### src/rtl/onchip_mem_s2_arbiter_pkg.sv
// Shared types and defaults for the on-chip memory s2 arbiter slice.
package onchip_arb_pkg;

    localparam int unsigned DEF_ADDR_W  = 14;
    localparam int unsigned DEF_DATA_W  = 64;
    localparam int unsigned DEF_BE_W    = 8;
    localparam int unsigned MAX_NUM_REQ = 8;
    localparam int unsigned REQ_ID_W    = $clog2(MAX_NUM_REQ);

    // Requester ID, sized for the largest legal NUM_REQ so every arbiter shares one type
    typedef logic [REQ_ID_W-1:0] req_id_t;

    typedef enum logic {
        ARB    = 1'b0,
        LOCKED = 1'b1
    } arb_state_t;

    function automatic req_id_t rr_next(input req_id_t id, input int unsigned num_req);
        return (32'(id) + 32'd1 >= num_req) ? '0 : id + req_id_t'(1);
    endfunction

endpackage

### src/rtl/onchip_mem_s2_arbiter_if.sv
// Fabric-side command/response bus plus the exported onchip_memory_s2 conduit.
interface onchip_mem_s2_arbiter_if
    import onchip_arb_pkg::*;
#(
    parameter int unsigned NUM_REQ = 4,
    parameter int unsigned ADDR_W  = DEF_ADDR_W,
    parameter int unsigned DATA_W  = DEF_DATA_W,
    parameter int unsigned BE_W    = DEF_BE_W
);
    logic [NUM_REQ-1:0]        req_valid;
    logic [NUM_REQ-1:0]        req_ready;
    logic [NUM_REQ-1:0]        req_write;
    logic [NUM_REQ-1:0]        req_lock;
    logic [NUM_REQ*ADDR_W-1:0] req_address;
    logic [NUM_REQ*DATA_W-1:0] req_writedata;
    logic [NUM_REQ*BE_W-1:0]   req_byteenable;
    logic [NUM_REQ-1:0]        rsp_valid;
    logic [DATA_W-1:0]         rsp_readdata;
    logic [ADDR_W-1:0]         s2_address;
    logic                      s2_chipselect;
    logic                      s2_clken;
    logic                      s2_write;
    logic [DATA_W-1:0]         s2_writedata;
    logic [BE_W-1:0]           s2_byteenable;
    logic [DATA_W-1:0]         s2_readdata;

    modport slave (
        input  req_valid, req_write, req_lock, req_address, req_writedata, req_byteenable,
        input  s2_readdata,
        output req_ready, rsp_valid, rsp_readdata,
        output s2_address, s2_chipselect, s2_clken, s2_write, s2_writedata, s2_byteenable
    );

    modport master (
        output req_valid, req_write, req_lock, req_address, req_writedata, req_byteenable,
        output s2_readdata,
        input  req_ready, rsp_valid, rsp_readdata,
        input  s2_address, s2_chipselect, s2_clken, s2_write, s2_writedata, s2_byteenable
    );

endinterface

### src/rtl/onchip_mem_s2_arbiter_rr_pick.sv
// Combinational round-robin picker: first set request at or above ptr, with wrap-around.
module onchip_arb_rr_pick
    import onchip_arb_pkg::*;
#(
    parameter int unsigned NUM_REQ = 4
) (
    input  logic [NUM_REQ-1:0] req,
    input  req_id_t            ptr,
    output logic [NUM_REQ-1:0] grant_c,
    output req_id_t            id_c
);

    logic found;

    always_comb begin
        grant_c = '0;
        id_c    = '0;
        found   = 1'b0;
        for (int unsigned i = 0; i < NUM_REQ; i++) begin
            for (int unsigned j = 0; j < NUM_REQ; j++) begin
                if (!found && req[j] && ((32'(ptr) + i) % NUM_REQ == j)) begin
                    found      = 1'b1;
                    grant_c[j] = 1'b1;
                    id_c       = req_id_t'(j);
                end
            end
        end
    end

endmodule

### src/rtl/onchip_mem_s2_arbiter.sv
// Round-robin arbiter for the 64-bit s2 port of the on-chip memory, with read-tag return routing.
// Optional burst lock enabled by defining ONCHIP_ARB_BURST_LOCK_EN.
module onchip_mem_s2_arbiter
    import onchip_arb_pkg::*;
#(
    parameter int unsigned NUM_REQ  = 4,
    parameter int unsigned ADDR_W   = DEF_ADDR_W,
    parameter int unsigned DATA_W   = DEF_DATA_W,
    parameter int unsigned BE_W     = DEF_BE_W,
    parameter int unsigned RD_LAT   = 2,
    parameter int unsigned MAX_LOCK = 16
) (
    input  logic                    clk_clk,
    input  logic                    reset_reset_n,
    onchip_mem_s2_arbiter_if.slave  bus,
    output logic                    busy
);

    arb_state_t          state_q, state_d;
    req_id_t             rr_ptr_q, rr_ptr_d;
    logic [NUM_REQ-1:0]  pick_req_c, grant_c, rsp_valid_c;
    req_id_t             win_id_c;
    logic                accept_c;
    logic                win_write_c;
    logic [ADDR_W-1:0]   win_addr_c;
    logic [DATA_W-1:0]   win_data_c;
    logic [BE_W-1:0]     win_be_c;

    logic                clken_q, cs_q, write_q;
    logic [ADDR_W-1:0]   addr_q;
    logic [DATA_W-1:0]   wdata_q;
    logic [BE_W-1:0]     be_q;
    logic [RD_LAT:0]     tag_v_q;
    req_id_t [RD_LAT:0]  tag_id_q;

`ifdef ONCHIP_ARB_BURST_LOCK_EN
    localparam int unsigned LOCK_CNT_W = $clog2(MAX_LOCK + 1);
    req_id_t                owner_q, owner_d;
    logic [LOCK_CNT_W-1:0]  lock_cnt_q, lock_cnt_d;
    logic [NUM_REQ-1:0]     owner_mask_c;
    logic                   win_lock_c;

    always_comb begin
        owner_mask_c = '0;
        win_lock_c   = 1'b0;
        for (int unsigned j = 0; j < NUM_REQ; j++) begin
            owner_mask_c[j] = (owner_q == req_id_t'(j));
            if (grant_c[j]) win_lock_c = bus.req_lock[j];
        end
    end

    // While locked only the owner may compete, even if it is momentarily idle
    assign pick_req_c = !clken_q ? '0 :
                        (state_q == LOCKED) ? (bus.req_valid & owner_mask_c) : bus.req_valid;
`else
    logic unused_lock;
    assign unused_lock = ^{bus.req_lock, MAX_LOCK};
    // Arbitration starts one cycle after reset release, together with clken
    assign pick_req_c  = clken_q ? bus.req_valid : '0;
`endif

    onchip_arb_rr_pick #(.NUM_REQ(NUM_REQ)) u_pick (
        .req     (pick_req_c),
        .ptr     (rr_ptr_q),
        .grant_c (grant_c),
        .id_c    (win_id_c)
    );

    assign accept_c      = |grant_c;
    assign bus.req_ready = grant_c;

    // Winner's command slice
    always_comb begin
        win_write_c = 1'b0;
        win_addr_c  = '0;
        win_data_c  = '0;
        win_be_c    = '0;
        for (int unsigned j = 0; j < NUM_REQ; j++) begin
            if (grant_c[j]) begin
                win_write_c = bus.req_write[j];
                win_addr_c  = bus.req_address[j*ADDR_W +: ADDR_W];
                win_data_c  = bus.req_writedata[j*DATA_W +: DATA_W];
                win_be_c    = bus.req_byteenable[j*BE_W +: BE_W];
            end
        end
    end

    always_ff @(posedge clk_clk or negedge reset_reset_n) begin
        if (!reset_reset_n) begin
            state_q  <= ARB;
            rr_ptr_q <= '0;
`ifdef ONCHIP_ARB_BURST_LOCK_EN
            owner_q    <= '0;
            lock_cnt_q <= '0;
`endif
        end else begin
            state_q  <= state_d;
            rr_ptr_q <= rr_ptr_d;
`ifdef ONCHIP_ARB_BURST_LOCK_EN
            owner_q    <= owner_d;
            lock_cnt_q <= lock_cnt_d;
`endif
        end
    end

    always_comb begin
        state_d  = state_q;
        rr_ptr_d = rr_ptr_q;
`ifdef ONCHIP_ARB_BURST_LOCK_EN
        owner_d    = owner_q;
        lock_cnt_d = lock_cnt_q;
`endif
        if (accept_c) rr_ptr_d = rr_next(win_id_c, NUM_REQ);
`ifdef ONCHIP_ARB_BURST_LOCK_EN
        // lock_cnt counts grants in the burst, including the one that opened it
        unique case (state_q)
            ARB: begin
                if (accept_c && win_lock_c) begin
                    state_d    = LOCKED;
                    owner_d    = win_id_c;
                    lock_cnt_d = LOCK_CNT_W'(1);
                end
            end
            LOCKED: begin
                if (accept_c) begin
                    if (!win_lock_c || (lock_cnt_q >= LOCK_CNT_W'(MAX_LOCK - 1)))
                        state_d = ARB;
                    else
                        lock_cnt_d = lock_cnt_q + LOCK_CNT_W'(1);
                end
            end
            default: state_d = ARB;
        endcase
`else
        state_d = ARB;
`endif
    end

    // s2 command registers and read-tag pipeline; tag stage RD_LAT lines up with s2_readdata
    always_ff @(posedge clk_clk or negedge reset_reset_n) begin
        if (!reset_reset_n) begin
            clken_q  <= 1'b0;
            cs_q     <= 1'b0;
            write_q  <= 1'b0;
            addr_q   <= '0;
            wdata_q  <= '0;
            be_q     <= '0;
            tag_v_q  <= '0;
            tag_id_q <= '0;
        end else begin
            clken_q  <= 1'b1;
            cs_q     <= accept_c;
            tag_v_q  <= {tag_v_q[RD_LAT-1:0], accept_c & ~win_write_c};
            tag_id_q <= {tag_id_q[RD_LAT-1:0], win_id_c};
            if (accept_c) begin
                write_q <= win_write_c;
                addr_q  <= win_addr_c;
                wdata_q <= win_data_c;
                be_q    <= win_be_c;
            end
        end
    end

    always_comb begin
        rsp_valid_c = '0;
        for (int unsigned j = 0; j < NUM_REQ; j++)
            rsp_valid_c[j] = tag_v_q[RD_LAT] && (tag_id_q[RD_LAT] == req_id_t'(j));
    end

    assign bus.rsp_valid     = rsp_valid_c;
    assign bus.rsp_readdata  = tag_v_q[RD_LAT] ? bus.s2_readdata : '0;
    assign bus.s2_address    = addr_q;
    assign bus.s2_chipselect = cs_q;
    assign bus.s2_clken      = clken_q;
    assign bus.s2_write      = write_q;
    assign bus.s2_writedata  = wdata_q;
    assign bus.s2_byteenable = be_q;
    assign busy              = cs_q | (|tag_v_q);

endmodule

### src/flat_wrapper.sv
// flat-port wrapper written by rule: the top's interface ports become plain ports
module onchip_mem_s2_arbiter_flat import onchip_arb_pkg::*;
#(
    parameter int unsigned NUM_REQ  = 4,
    parameter int unsigned ADDR_W   = DEF_ADDR_W,
    parameter int unsigned DATA_W   = DEF_DATA_W,
    parameter int unsigned BE_W     = DEF_BE_W,
    parameter int unsigned RD_LAT   = 2,
    parameter int unsigned MAX_LOCK = 16
)
  (clk_clk, reset_reset_n, busy, bus_req_valid, bus_req_write, bus_req_lock, bus_req_address, bus_req_writedata, bus_req_byteenable, bus_s2_readdata, bus_req_ready, bus_rsp_valid, bus_rsp_readdata, bus_s2_address, bus_s2_chipselect, bus_s2_clken, bus_s2_write, bus_s2_writedata, bus_s2_byteenable);
  onchip_mem_s2_arbiter_if #(.NUM_REQ(NUM_REQ), .ADDR_W(ADDR_W), .DATA_W(DATA_W), .BE_W(BE_W)) bus_i ();
  input  logic clk_clk;
  input  logic reset_reset_n;
  output logic busy;
  input wire logic [$bits(bus_i.req_valid)-1:0] bus_req_valid;
  input wire logic [$bits(bus_i.req_write)-1:0] bus_req_write;
  input wire logic [$bits(bus_i.req_lock)-1:0] bus_req_lock;
  input wire logic [$bits(bus_i.req_address)-1:0] bus_req_address;
  input wire logic [$bits(bus_i.req_writedata)-1:0] bus_req_writedata;
  input wire logic [$bits(bus_i.req_byteenable)-1:0] bus_req_byteenable;
  input wire logic [$bits(bus_i.s2_readdata)-1:0] bus_s2_readdata;
  output wire logic [$bits(bus_i.req_ready)-1:0] bus_req_ready;
  output wire logic [$bits(bus_i.rsp_valid)-1:0] bus_rsp_valid;
  output wire logic [$bits(bus_i.rsp_readdata)-1:0] bus_rsp_readdata;
  output wire logic [$bits(bus_i.s2_address)-1:0] bus_s2_address;
  output wire logic [$bits(bus_i.s2_chipselect)-1:0] bus_s2_chipselect;
  output wire logic [$bits(bus_i.s2_clken)-1:0] bus_s2_clken;
  output wire logic [$bits(bus_i.s2_write)-1:0] bus_s2_write;
  output wire logic [$bits(bus_i.s2_writedata)-1:0] bus_s2_writedata;
  output wire logic [$bits(bus_i.s2_byteenable)-1:0] bus_s2_byteenable;
  assign bus_i.req_valid = bus_req_valid;
  assign bus_i.req_write = bus_req_write;
  assign bus_i.req_lock = bus_req_lock;
  assign bus_i.req_address = bus_req_address;
  assign bus_i.req_writedata = bus_req_writedata;
  assign bus_i.req_byteenable = bus_req_byteenable;
  assign bus_i.s2_readdata = bus_s2_readdata;
  assign bus_req_ready = bus_i.req_ready;
  assign bus_rsp_valid = bus_i.rsp_valid;
  assign bus_rsp_readdata = bus_i.rsp_readdata;
  assign bus_s2_address = bus_i.s2_address;
  assign bus_s2_chipselect = bus_i.s2_chipselect;
  assign bus_s2_clken = bus_i.s2_clken;
  assign bus_s2_write = bus_i.s2_write;
  assign bus_s2_writedata = bus_i.s2_writedata;
  assign bus_s2_byteenable = bus_i.s2_byteenable;
  onchip_mem_s2_arbiter #(.NUM_REQ(NUM_REQ), .ADDR_W(ADDR_W), .DATA_W(DATA_W), .BE_W(BE_W), .RD_LAT(RD_LAT), .MAX_LOCK(MAX_LOCK)) u_core (.clk_clk(clk_clk), .reset_reset_n(reset_reset_n), .bus(bus_i), .busy(busy));
endmodule
### config.mk
export PLATFORM = sky130hd
export DESIGN_NAME = onchip_mem_s2_arbiter_flat
export DESIGN_NICKNAME = d
export VERILOG_FILES = /design/src/rtl/onchip_mem_s2_arbiter_pkg.sv /design/src/rtl/onchip_mem_s2_arbiter_if.sv /design/src/rtl/onchip_mem_s2_arbiter_rr_pick.sv /design/src/rtl/onchip_mem_s2_arbiter.sv /design/src/flat_wrapper.sv
export SDC_FILE = /design/constraint.sdc
export NUM_CORES = 1
export LEC_CHECK = 0
export CAP_MARGIN = 20
export CORE_AREA = 2 2 229 231
export CTS_CLUSTER_DIAMETER = 150
export CTS_CLUSTER_SIZE = 24
export DETAILED_ROUTE_END_ITERATION = 7
export DIE_AREA = 0 0 231 233
export PLACE_DENSITY = 0.47
export SLEW_MARGIN = 20
export SYNTH_ARGS = -nofsm -noshare
export SYNTH_HDL_FRONTEND = slang
export SYNTH_HIERARCHICAL = 1
export SYNTH_SLANG_ARGS = --single-unit
### constraint.sdc
create_clock -name clk_clk -period 2.2 [get_ports clk_clk]
set_clock_uncertainty 0.05 [all_clocks]
set_input_delay 0.33 -clock clk_clk [delete_from_list [all_inputs] [get_ports clk_clk]]
set_output_delay 0.33 -clock clk_clk [all_outputs]
set_load 0.005 [all_outputs]
Yosys cells after proc, flatten, opt, wreduce, memory -nomap -nowiden:

Index checks and enable logic that the tools add are counted.
W data, S select, Z words.

* register bits after elaboration: 103
* bits of input ports: 422
* output and inout port bits: 162
* logic and storage cells: 156

* add/sub/neg operators: 5
* $lt $le $gt $ge: 1
* eq/ne operators: 15
* mux-type cells: 64
* bitwise operators: 3
* reduce and logical (&&, ||, !) cells: 57

Operators with widths (count)
* $mux W64: 5
* $logic_not A32 Y1: 4
* $mux W14: 4
* $mux W3: 14
* $logic_and A1 B1 Y1: 35
* $mux W1: 35
* $ge A32 B3 Y1 const B: 1
* $mux W8: 4
* $eq A2 B2 Y1 const B: 8
* $logic_not A1 Y1: 15
* $eq A2 B1 Y1 const B: 4
* $eq A3 B2 Y1 const B: 2
* $add A2 B1 Y2 const B: 2
* $add A2 B2 Y2 const B: 2
* $add A3 B1 Y4 const B: 1
* $mux W4: 1
* $reduce_or A4 Y1: 1
* $eq A3 B1 Y1 const B: 1
* $logic_not A3 Y1: 1
* $reduce_or A3 Y1: 1
* $mux W2: 1
* $and A1 B1 Y1: 1
* $not A1 Y1: 1
* $or A1 B1 Y1: 1

Longest topological paths before layout:

Gate-level depths: netlist of the first run.

* depth after elaboration: 66
* mapped depth: 10
* gate-level depth less buffers: 8

Modules after synthesis:

The synthesis of the first run kept the hierarchy.

Modules (own cells, without submodules)
* onchip_mem_s2_arbiter: times used 1, cells an instance 791, area each 6885.4 µm², sequential area each 2602.5 µm²
* onchip_arb_rr_pick: times used 1, cells an instance 26, area each 160.2 µm², sequential area each 0.0 µm²

Worst setup path after synthesis of the first run:

OpenSTA, ideal clock, no wires.

* path kind: reg-to-reg
* start: reg u_core.clken_q, in the netlist u_core/bus.s2_clken
* end: reg u_core.addr_q[13], in the netlist u_core/bus.s2_address[13]
* library setup time: 0.126 ns
* arrival time: 2.101 ns
* data required time: 2.024 ns
* slack: -0.077 ns
* stages on the path, launching flop included: 10
* buffers on the path: 3
* clock period less this slack: 2.277 ns
* cell sequence: dfrtp_1 -> and2_1 -> nand2b_1 -> a21oi_1 -> a211oi_1 -> buf_2 -> buf_2 -> clkbuf_1 -> nor2b_1 -> o21ai_1

* longest elaborated chain between the ends: 64
* elaborated cells between the ends (all ways): 82
* classes of those cells: 35 x mux; 47 x reduce/logical

Ends and longest elaborated chain
* start: declaration: line onchip_mem_s2_arbiter.sv:29 `logic clken_q, cs_q, write_q;`
* start signal: assignment: line onchip_mem_s2_arbiter.sv:142 `clken_q <= 1'b0;`
* start signal: assignment: line onchip_mem_s2_arbiter.sv:151 `clken_q <= 1'b1;`
* $mux W4 *: line onchip_mem_s2_arbiter.sv:59 `assign pick_req_c = clken_q ? bus.req_valid : '0;`
* named net u_core.pick_req_c[0]: line onchip_mem_s2_arbiter.sv:21 `logic [NUM_REQ-1:0] pick_req_c, grant_c, rsp_valid_c;`
* $logic_and A1 B1 Y1: line onchip_mem_s2_arbiter_rr_pick.sv:21 `if (!found && req[j] && ((32'(ptr) + i) % NUM_REQ == j)) begin`
* $mux W1: line onchip_mem_s2_arbiter_rr_pick.sv:21
* $logic_not A1 Y1: line onchip_mem_s2_arbiter_rr_pick.sv:21
* $logic_and A1 B1 Y1 (2 in series): line onchip_mem_s2_arbiter_rr_pick.sv:21
* $mux W1: line onchip_mem_s2_arbiter_rr_pick.sv:21
* $logic_not A1 Y1: line onchip_mem_s2_arbiter_rr_pick.sv:21
* [... 47 more ...]
* $logic_not A1 Y1: line onchip_mem_s2_arbiter_rr_pick.sv:21
* $logic_and A1 B1 Y1 (2 in series): line onchip_mem_s2_arbiter_rr_pick.sv:21
* $mux W1: line onchip_mem_s2_arbiter_rr_pick.sv:21
* $logic_not A1 Y1: line onchip_mem_s2_arbiter_rr_pick.sv:21
* $logic_and A1 B1 Y1 (2 in series): line onchip_mem_s2_arbiter_rr_pick.sv:21
* $mux W1 *: line onchip_mem_s2_arbiter_rr_pick.sv:21
* named net bus_req_ready[3]: line flat_wrapper.sv:23 `output wire logic [$bits(bus_i.req_ready)-1:0] bus_req_ready;`
* $reduce_or A4 Y1 / $mux W14 (equally long branches): line onchip_mem_s2_arbiter.sv:69, onchip_mem_s2_arbiter.sv:79
* end signal: assignment: line onchip_mem_s2_arbiter.sv:157 `addr_q <= win_addr_c;`
* end: declaration: line onchip_mem_s2_arbiter.sv:30 `logic [ADDR_W-1:0] addr_q;`

Mark *: on every way through the listed nets, which the timed path passes. The rest lies on a longest branch.
A chain may end at the register's enable or synchronous reset.

Worst setup path after layout of the first run:

* start: reg u_core.clken_q, in the netlist u_core/bus.s2_clken
* end: reg u_core.addr_q[3], in the netlist u_core/bus.s2_address[3]

* longest elaborated chain between the ends: 64
* elaborated cells between the ends (all ways): 82
* classes of those cells: 35 x mux; 47 x reduce/logical

Ends and longest elaborated chain (line)
* $mux W4 *: onchip_mem_s2_arbiter.sv:59
* named net u_core.pick_req_c[0]: onchip_mem_s2_arbiter.sv:21
* $logic_and A1 B1 Y1: onchip_mem_s2_arbiter_rr_pick.sv:21
* $mux W1: onchip_mem_s2_arbiter_rr_pick.sv:21
* $logic_not A1 Y1: onchip_mem_s2_arbiter_rr_pick.sv:21
* $logic_and A1 B1 Y1 (2 in series): onchip_mem_s2_arbiter_rr_pick.sv:21
* $mux W1: onchip_mem_s2_arbiter_rr_pick.sv:21
* $logic_not A1 Y1: onchip_mem_s2_arbiter_rr_pick.sv:21
* [... 46 more ...]
* $mux W1: onchip_mem_s2_arbiter_rr_pick.sv:21
* $logic_not A1 Y1: onchip_mem_s2_arbiter_rr_pick.sv:21
* $logic_and A1 B1 Y1 (2 in series): onchip_mem_s2_arbiter_rr_pick.sv:21
* $mux W1: onchip_mem_s2_arbiter_rr_pick.sv:21
* $logic_not A1 Y1: onchip_mem_s2_arbiter_rr_pick.sv:21
* $logic_and A1 B1 Y1 (2 in series): onchip_mem_s2_arbiter_rr_pick.sv:21
* $mux W1: onchip_mem_s2_arbiter_rr_pick.sv:21
* $reduce_or A4 Y1 / $mux W14 (equally long branches): onchip_mem_s2_arbiter.sv:69, onchip_mem_s2_arbiter.sv:79

Marks and branches as above.

==> results of run 1 <==
[path summary, 6_finish.rpt]
path                                                to  cells past startpoint  slack (ns)                 from
setup / recovery              u_core/bus.s2_address[3]                     11       -0.23  u_core/bus.s2_clken
hold / removal             u_core/bus.s2_writedata[59]                      2        0.24        reset_reset_n
setup reg to reg              u_core/bus.s2_address[3]                     11       -0.23  u_core/bus.s2_clken
hold reg to reg                     u_core/tag_id_q[3]                      0        0.30   u_core/tag_id_q[0]
max in group asynchronous            u_core/tag_v_q[2]                      3        1.30        reset_reset_n
min in group clk_clk                u_core/tag_id_q[3]                      0        0.30   u_core/tag_id_q[0]
[worst max-delay path: stages, from the launching register on]
cell      delay [ns]
dfrtp_1         0.42
and2_4          0.19
and2b_1         0.15
o22ai_2         0.08
a32o_4          0.33
buf_12          0.15
nor3b_4         0.21
buf_12          0.18
buf_16          0.19
buf_12          0.16
a211oi_2        0.06
o21ai_1         0.14
[metal layers]
layer / GRT usage / vias to the layer above / wire length (um)
met3: 0.04828 / 49 / 3687
met1: 0.1701 / 4249 / 17770
met2: 0.3126 / 410 / 25100
met4: 0.07036 / 0 / 1571
met5: 0 / - / 0
li1: - / 4205 / -
[sequential cells by signal, indices dropped and copies added, names as in the netlist]
name,count
u_core/bus.s2_write,1
u_core/bus.s2_writedata,64
u_core/bus.s2_clken,1
u_core/bus.s2_address,14
u_core/bus.s2_byteenable,8
u_core/tag_v_q,3
u_core/rr_ptr_q,2
u_core/tag_id_q,9
u_core/bus.s2_chipselect,1
[power by group through the flow]
| stage | clock, mW | combinational (mW) | sequential [mW] |
|---|---|---|---|
| 6_report | 1.87 | 8.87 | 3.42 |
| 5_1_grt | 2.02 | 9.48 | 3.54 |
| 4_1_cts | 1.98 | 8.05 | 3.38 |
| 2_1_floorplan | 0 | 2.33 | 3.31 |
| 3_3_place_gp | 0 | 7.22 | 3.35 |
| 3_5_place_dp | 0 | 7.19 | 3.37 |
[through the flow]
| stage | setup slack (ns) | setup TNS, ns | cell area [um2] | utilization | hold WS [ns] |
|---|---|---|---|---|---|
| 2_1_floorplan | 0.04663 | 0 | 7019 | - | -0.01559 |
| 3_3_place_gp | -0.7245 | -47.06 | 14340 | 0.2806 | 0.1063 |
| 3_5_place_dp | -0.7398 | -49.64 | 14340 | 0.2806 | 0.1049 |
| 4_1_cts | -0.2117 | -16.17 | 15420 | 0.3017 | 0.1982 |
| 5_1_grt | -0.3095 | -22.58 | 16440 | 0.3217 | 0.2216 |
| 6_report | -0.2253 | -13.75 | 16440 | 0.3217 | 0.2376 |
[layout make-up]
class	instances	share of cell area
inverter	6	0.001979
timing repair buffer	733	0.4740
tap	680	0.05176
clock buffer	9	0.01370
clock inverter	6	0.005633
sequential	103	0.1569
antenna	6	0.0009134
multi-input combinational	630	0.2951
[repair_timing]
item,CTS,global route
resized for setup,177,145
cloned,10,14
setup endpoints to repair,130,115
hold buffers,1,0
endpoints found under the hold margin,103,0
buffers inserted,17,17
pin swaps,27,87
==> results list, run 1 <==
- Maximum root-to-sink buffer count: 2
- Number of global-route vias before repair: roughly 9.5k
* Final count of negative-setup-slack endpoints: 91
- Number of max-slew violations in the final report: 0
- The initial utilization of the core area, before any placement, comes to 0.1373.
- Summed over all nets, the switching power comes to 5.113 mW.
- Setup repair after global routing could not meet its margin everywhere.
- Area overhead of the layout relative to synthesis: 134.4%
- Detailed placer's ending HPWL: 35,600 um
* Total power: between 10 and 15 mW
- The tool flagged a number of max-cap violations equal to 0.
- Clock Sink Count: slightly above 100
- Wire length of the first global-routing pass: around 64,000 um
- Placed cell count: approximately 2.1k
- Fraction of final layout cells sized beyond drive strength 1: 0.2172
- The checks that failed: negative setup slack.
- Measured along the x axis, the die boundary spans between 200 and 250 um.
- Remaining global-route overflow: 0
- The cell count after synthesis came out at a little over 800.
* Std-Cell Rows: 83
- The clock reaches the later pin of the worst-skew pair after ~0.39 ns.
- Cell internal power was estimated by the tool at 9.040 mW.
* Run status: finished, violations left
- Endpoint type of the worst setup path: flip-flop
* Final wirelength: between 40,000 and 50,000 um
- IO Port Bufs: approximately 580
- In this run the remaining antenna-violating nets after routing total 0.
- Number of vias per cell after detailed routing: just over 4
- Of the total power, the share spent switching nets is 0.3613.
* Area used by multi-input combinational logic: 0.004851 mm2
- The number of nets handed over by synthesis was roughly 1.2k.
- The tightest min-delay check is of the input port to async pin type.
- Clock transition at the registers of the reported paths: 0.08 ns
* Worst voltage drop across the vdd grid: roughly 0.34 mV
- The tree is rooted in a clkbuf_16.
- In the global route stage, overall resource usage came out at 0.1661.
- Yosys printed 6 warnings.
- Number of vias in the routed layout: between 8k and 9k
- The number of antenna violations at the first check in global routing was 8.
* WS Path Type: flip-flop to flip-flop
- Clock tree from TritonCTS: built
- Final hold vios: 0
- At the worst endpoint, the arrival time is 2.69 ns.
- Die area: around 0.054 mm2
- The layout has around 5.4k filler cells.
* Number of cells in the finished layout apart from fillers: roughly 2.2k
- The number of clock buffers added by TritonCTS is 9.
* Kind of start point of the critical path: flip-flop
* Shortest clock period the worst path allows after layout: roughly 2.4 ns
- Required time of the critical path: 2.47 ns
- In the final layout, flip-flops and latches occupy 0.002579 mm2.
- Dividing the synthesized area by the synthesized cell count gives roughly 8.6 um2.
- P per Cell Area: approximately 860 mW/mm2
- Starting DRC count in detailed routing: 313
* Area of the placeable core: between 0.05 and 0.06 mm2
* Routability cong.: a little under 0.9
* Sequential share of power: 0.241
- Along the worst path, the maximum fanout reaches 8.
* DRC violations left: 0
- Based on the critical path, the design can be clocked at up to between 0.4 and 0.5 GHz.
- Part of the total power dissipated in the clock network: 0.132
- Final-stage net count: ~1.9k
- The share of total power dissipated in combinational logic is 0.626.
- The die is 233 um tall.
* Top library cells by usage in the layout, fill and taps aside: 514 x clkdlybuf4s50_1, 102 x dfrtp_1, 85 x and3b_1, 85 x a21o_1, 85 x nor2b_1
- Final critical-path share of the clock period: 1.102
- For this design the static power due to leakage is 7.545 nW.
- Final worst setup slack: -0.2253 ns
- In the final routed layout, each cell accounts on average for ~22 um.
- Syn Std Cell Area: 0.007014 mm2
* DR pass1 iterations: 4
- Entering global routing, the biggest net connects 52 pins.
- CTS H-tree depth: 3
- Leaving out fill and tap cells, the most frequent cell in the layout is clkdlybuf4s50_1.
- I/O pin count: ~600
Power figures use the tool's default switching activity.
==> run 2, diff against run 1 <==
--- a/config.mk
+++ b/config.mk
@@ -6,12 +6,13 @@
 export NUM_CORES = 1
 export LEC_CHECK = 0
 export CAP_MARGIN = 20
-export CORE_AREA = 2 2 229 231
+export CORE_AREA = 10 10 217 219
+export CTS_BUF_LIST = sky130_fd_sc_hd__clkbuf_2 sky130_fd_sc_hd__clkbuf_4 sky130_fd_sc_hd__clkbuf_8
 export CTS_CLUSTER_DIAMETER = 150
 export CTS_CLUSTER_SIZE = 24
 export DETAILED_ROUTE_END_ITERATION = 7
-export DIE_AREA = 0 0 231 233
-export PLACE_DENSITY = 0.47
+export DIE_AREA = 0 0 227 229
+export PLACE_DENSITY = 0.53
 export SLEW_MARGIN = 20
 export SYNTH_ARGS = -nofsm -noshare
 export SYNTH_HDL_FRONTEND = slang
==> constraint.sdc (replaced) <==
create_clock -name clk_clk -period 2.1 [get_ports clk_clk]
set_clock_uncertainty 0.05 [all_clocks]
set_input_delay 0.315 -clock clk_clk [delete_from_list [all_inputs] [get_ports clk_clk]]
set_output_delay 0.315 -clock clk_clk [all_outputs]
set_load 0.005 [all_outputs]
==> results list, run 2 (synthesis results as in run 1) <==
* Run status: finished, violations left
* Violations in the final reports: negative setup slack
* Terminus of the critical flop-to-flop path: u_core/bus.s2_byteenable[3]
- Std-Cell Rows: 76 (-8.4%)
- Clock Sink Count: 103 (unchanged)
* Required time of the critical path: 2.35 ns (-0.12 ns)
* Critical Path, Cell by Cell: and2_4, and2b_1, o22ai_2, a32o_4, buf_4, buf_12, buf_12, buf_4, a21o_1, a211oi_1, o21ai_1
- DRC violations left: 0 (unchanged)
* Worst-skew pair later-pin latency: 0.41 ns (+0.02 ns)
* Clock root buffer: clkbuf_8
- TritonCTS built the clock tree.
- The hold violation count in the final report is 0 (unchanged).
* Setup TNS: -27.17 ns (-13.42 ns)
- The non-filler instance count after layout came to 2,024 (-6.9%).
- Along the worst hold path, the cell count comes to 0.
* Placed cell count: 1,946 (-7.1%)
- Initial antenna violation count: 9 (+1)
* Number of max-slew violations in the final report: 0 (unchanged)
* Standard cell with the maximum stage delay on the critical path: dfrtp_1
- The overall overflow remaining after global route is 0 (unchanged).
* Area overhead of the layout relative to synthesis: 127.5%
* Number of global-route vias before repair: 9,825 (+3.8%)
- The count of port buffers added during placement is 579 (unchanged).
* Number of buffers created by CTS: 9 (unchanged)
* Global-route total usage across every layer: 0.1736 (+0.007593)
- The final period demand of the worst path is 2.487 ns (+0.06141 ns).
- The worst register-to-register path begins at u_core/bus.s2_clken.
- Max Freq: 0.4021 GHz (-2.5%)
- I/O pin count: 584 (unchanged)
- Worst voltage drop across the vdd grid: 0.4174 mV (+22%)
* CTS H-tree depth: 3 (unchanged)
* Number of vias per cell after detailed routing: 4.475 (+9.1%)
- The setup violation total in the final timing report came to 95 (+4.4%).
* Max cap viols: 0 (unchanged)
- The largest net degree at the start of global routing was 56 (+7.7%).
* Wire length of the first global-routing pass: 66,650 um (+4.0%)
* Detailed placer's ending HPWL: 35,560 um (-0.11%)
- Routability cong.: 0.8882 (+2.4%)
- The y dimension of the die is 229 um (-1.7%).
- In the layout the commonest cells are 505 x clkdlybuf4s50_1, 102 x dfrtp_1, 91 x nand2_1.
- Starting DRC count in detailed routing: 364 (+16%)
- Number of nets still failing antenna checks after routing: 0 (unchanged)
- Slack of the worst reg-to-reg path: -0.39 ns (-0.16 ns)
- Maximum root-to-sink buffer count: 2 (unchanged)
- DR pass1 iterations: 4 (unchanged)
- Worst Hold Path EP: u_core/tag_id_q[8]
* Final-stage net count: 1,892 (-0.73%)
* Unrepaired setup endpoints after global routing: true
- Data arrival at the endpoint of the critical path: 2.73 ns (+0.04 ns)
* Worst Min Path Start: u_core/tag_id_q[5]
- The clock-pin slew of the registers on the worst-case setup and hold paths was 0.10 ns (+0.02 ns).
- The effective utilization at floorplan is 0.1643 (+0.02700).
- Reg2Reg Depth: 11 (unchanged)
- The final worst slack was -0.3867 ns (-0.1614 ns).
* Highest fanout seen on the critical path: 9 (+1)
- The fraction of layout cells with a size suffix above 1 came to 0.1897 (-0.02755).
* Final Cell Area: 0.01596 mm2 (-2.9%)
- The worst setup path is captured at a flip-flop.
* Class of the tightest hold or removal check: flip-flop to flip-flop
* Area of the placeable core: 0.04270 mm2 (-16%)
- Leaving out fill and tap cells, the most frequent cell in the layout is clkdlybuf4s50_1.
* Largest stage delay, worst path: 0.42 ns (about the same)
* P per Cell Area: 883.7 mW/mm2 (+2.6%)
- The chip width was 227 um (-1.7%).
* Number of vias in the routed layout: 9,057 (+1.6%)
* Final wirelength: 50,040 um (+4.0%)
* Wirelength per Cell: 24.72 um (+12%)
- Kind of start point of the critical path: flip-flop
* Layout Utilization: 0.3737 (+0.05200)
* WS Path Type: flip-flop to flip-flop
- The area of the die is 0.05198 mm2 (-3.4%).
- Number of flip-flops in the largest register: 64 (unchanged)
- The fraction of the cycle the final worst path needs was 1.184 (+0.08174).
* Cell area after placement: 0.01404 mm2 (-2.0%)
* Leakage power of the design: 7.788 nW (+3.2%)
[run 2: critical path: cells and delay by family, from the launching register on]
family | cells | cell delay (ns)
flip-flops | 1 | 0.42
AND/OR/NAND/NOR | 2 | 0.34
AO/OA/AOI/OAI | 5 | 0.98
buffers and inverters | 4 | 0.56
[run 2: through the flow]
step	hold slack (ns)	worst slack, ns	power (mW)
floorplan	-0.03059	0.009162	5.917
global placement	0.2847	-0.6574	10.83
detailed placement	0.2847	-0.6799	10.84
CTS	0.3073	-0.2929	13.52
global route	0.3153	-0.4296	14.98
finish	0.3077	-0.3867	14.10
[run 2: repair_timing]
| action | CTS | global route |
|---|---|---|
| gates cloned | 12 | 11 |
| gates resized for setup | 145 | 134 |
| hold buffers | 1 | 0 |
| endpoints found under the setup margin | 164 | 159 |
| hold endpoints to repair | 103 | 0 |
| buffers inserted | 20 | 19 |
| pin swaps | 44 | 88 |
[run 2: report_power, final]
group / internal (mW) / switching (mW) / total (mW)
clock: 0.567 / 0.791 / 1.36
combinational: 5.40 / 3.80 / 9.21
sequential: 2.90 / 0.641 / 3.54
[run 2: worst max-delay path by stage]
stage	startpoint	end	slack, ns
after floorplan	u_core/bus.s2_clken	u_core/bus.s2_address[13]	0.009
after global placement	bus_req_valid[0]	u_core/bus.s2_writedata[26]	-0.66
after detailed placement	bus_req_valid[0]	u_core/bus.s2_writedata[26]	-0.68
after CTS	u_core/bus.s2_clken	u_core/bus.s2_writedata[4]	-0.29
after global routing	u_core/bus.s2_clken	u_core/bus.s2_write	-0.43
final	u_core/bus.s2_clken	u_core/bus.s2_byteenable[3]	-0.39
[run 2: layer usage]
metal,wire [um],global-route usage,share of wire,vias to the layer above
li1,-,-,-,4166
met3,4798,0.07348,0.096,63
met5,13,0,0.00026,-
met4,1828,0.07582,0.037,2
met2,24850,0.3054,0.50,437
met1,18550,0.1758,0.37,4389
[run 2: area by class of cell]
type	count	area, um2
diodes	7	17.52
clock buffers	10	137.6
clock inverters	3	46.29
fillers	4266	26740
inverters	6	26.28
multi-input cells	630	4760
flip-flops and latches	103	2579
well taps	546	683.2
repair buffers	719	7707
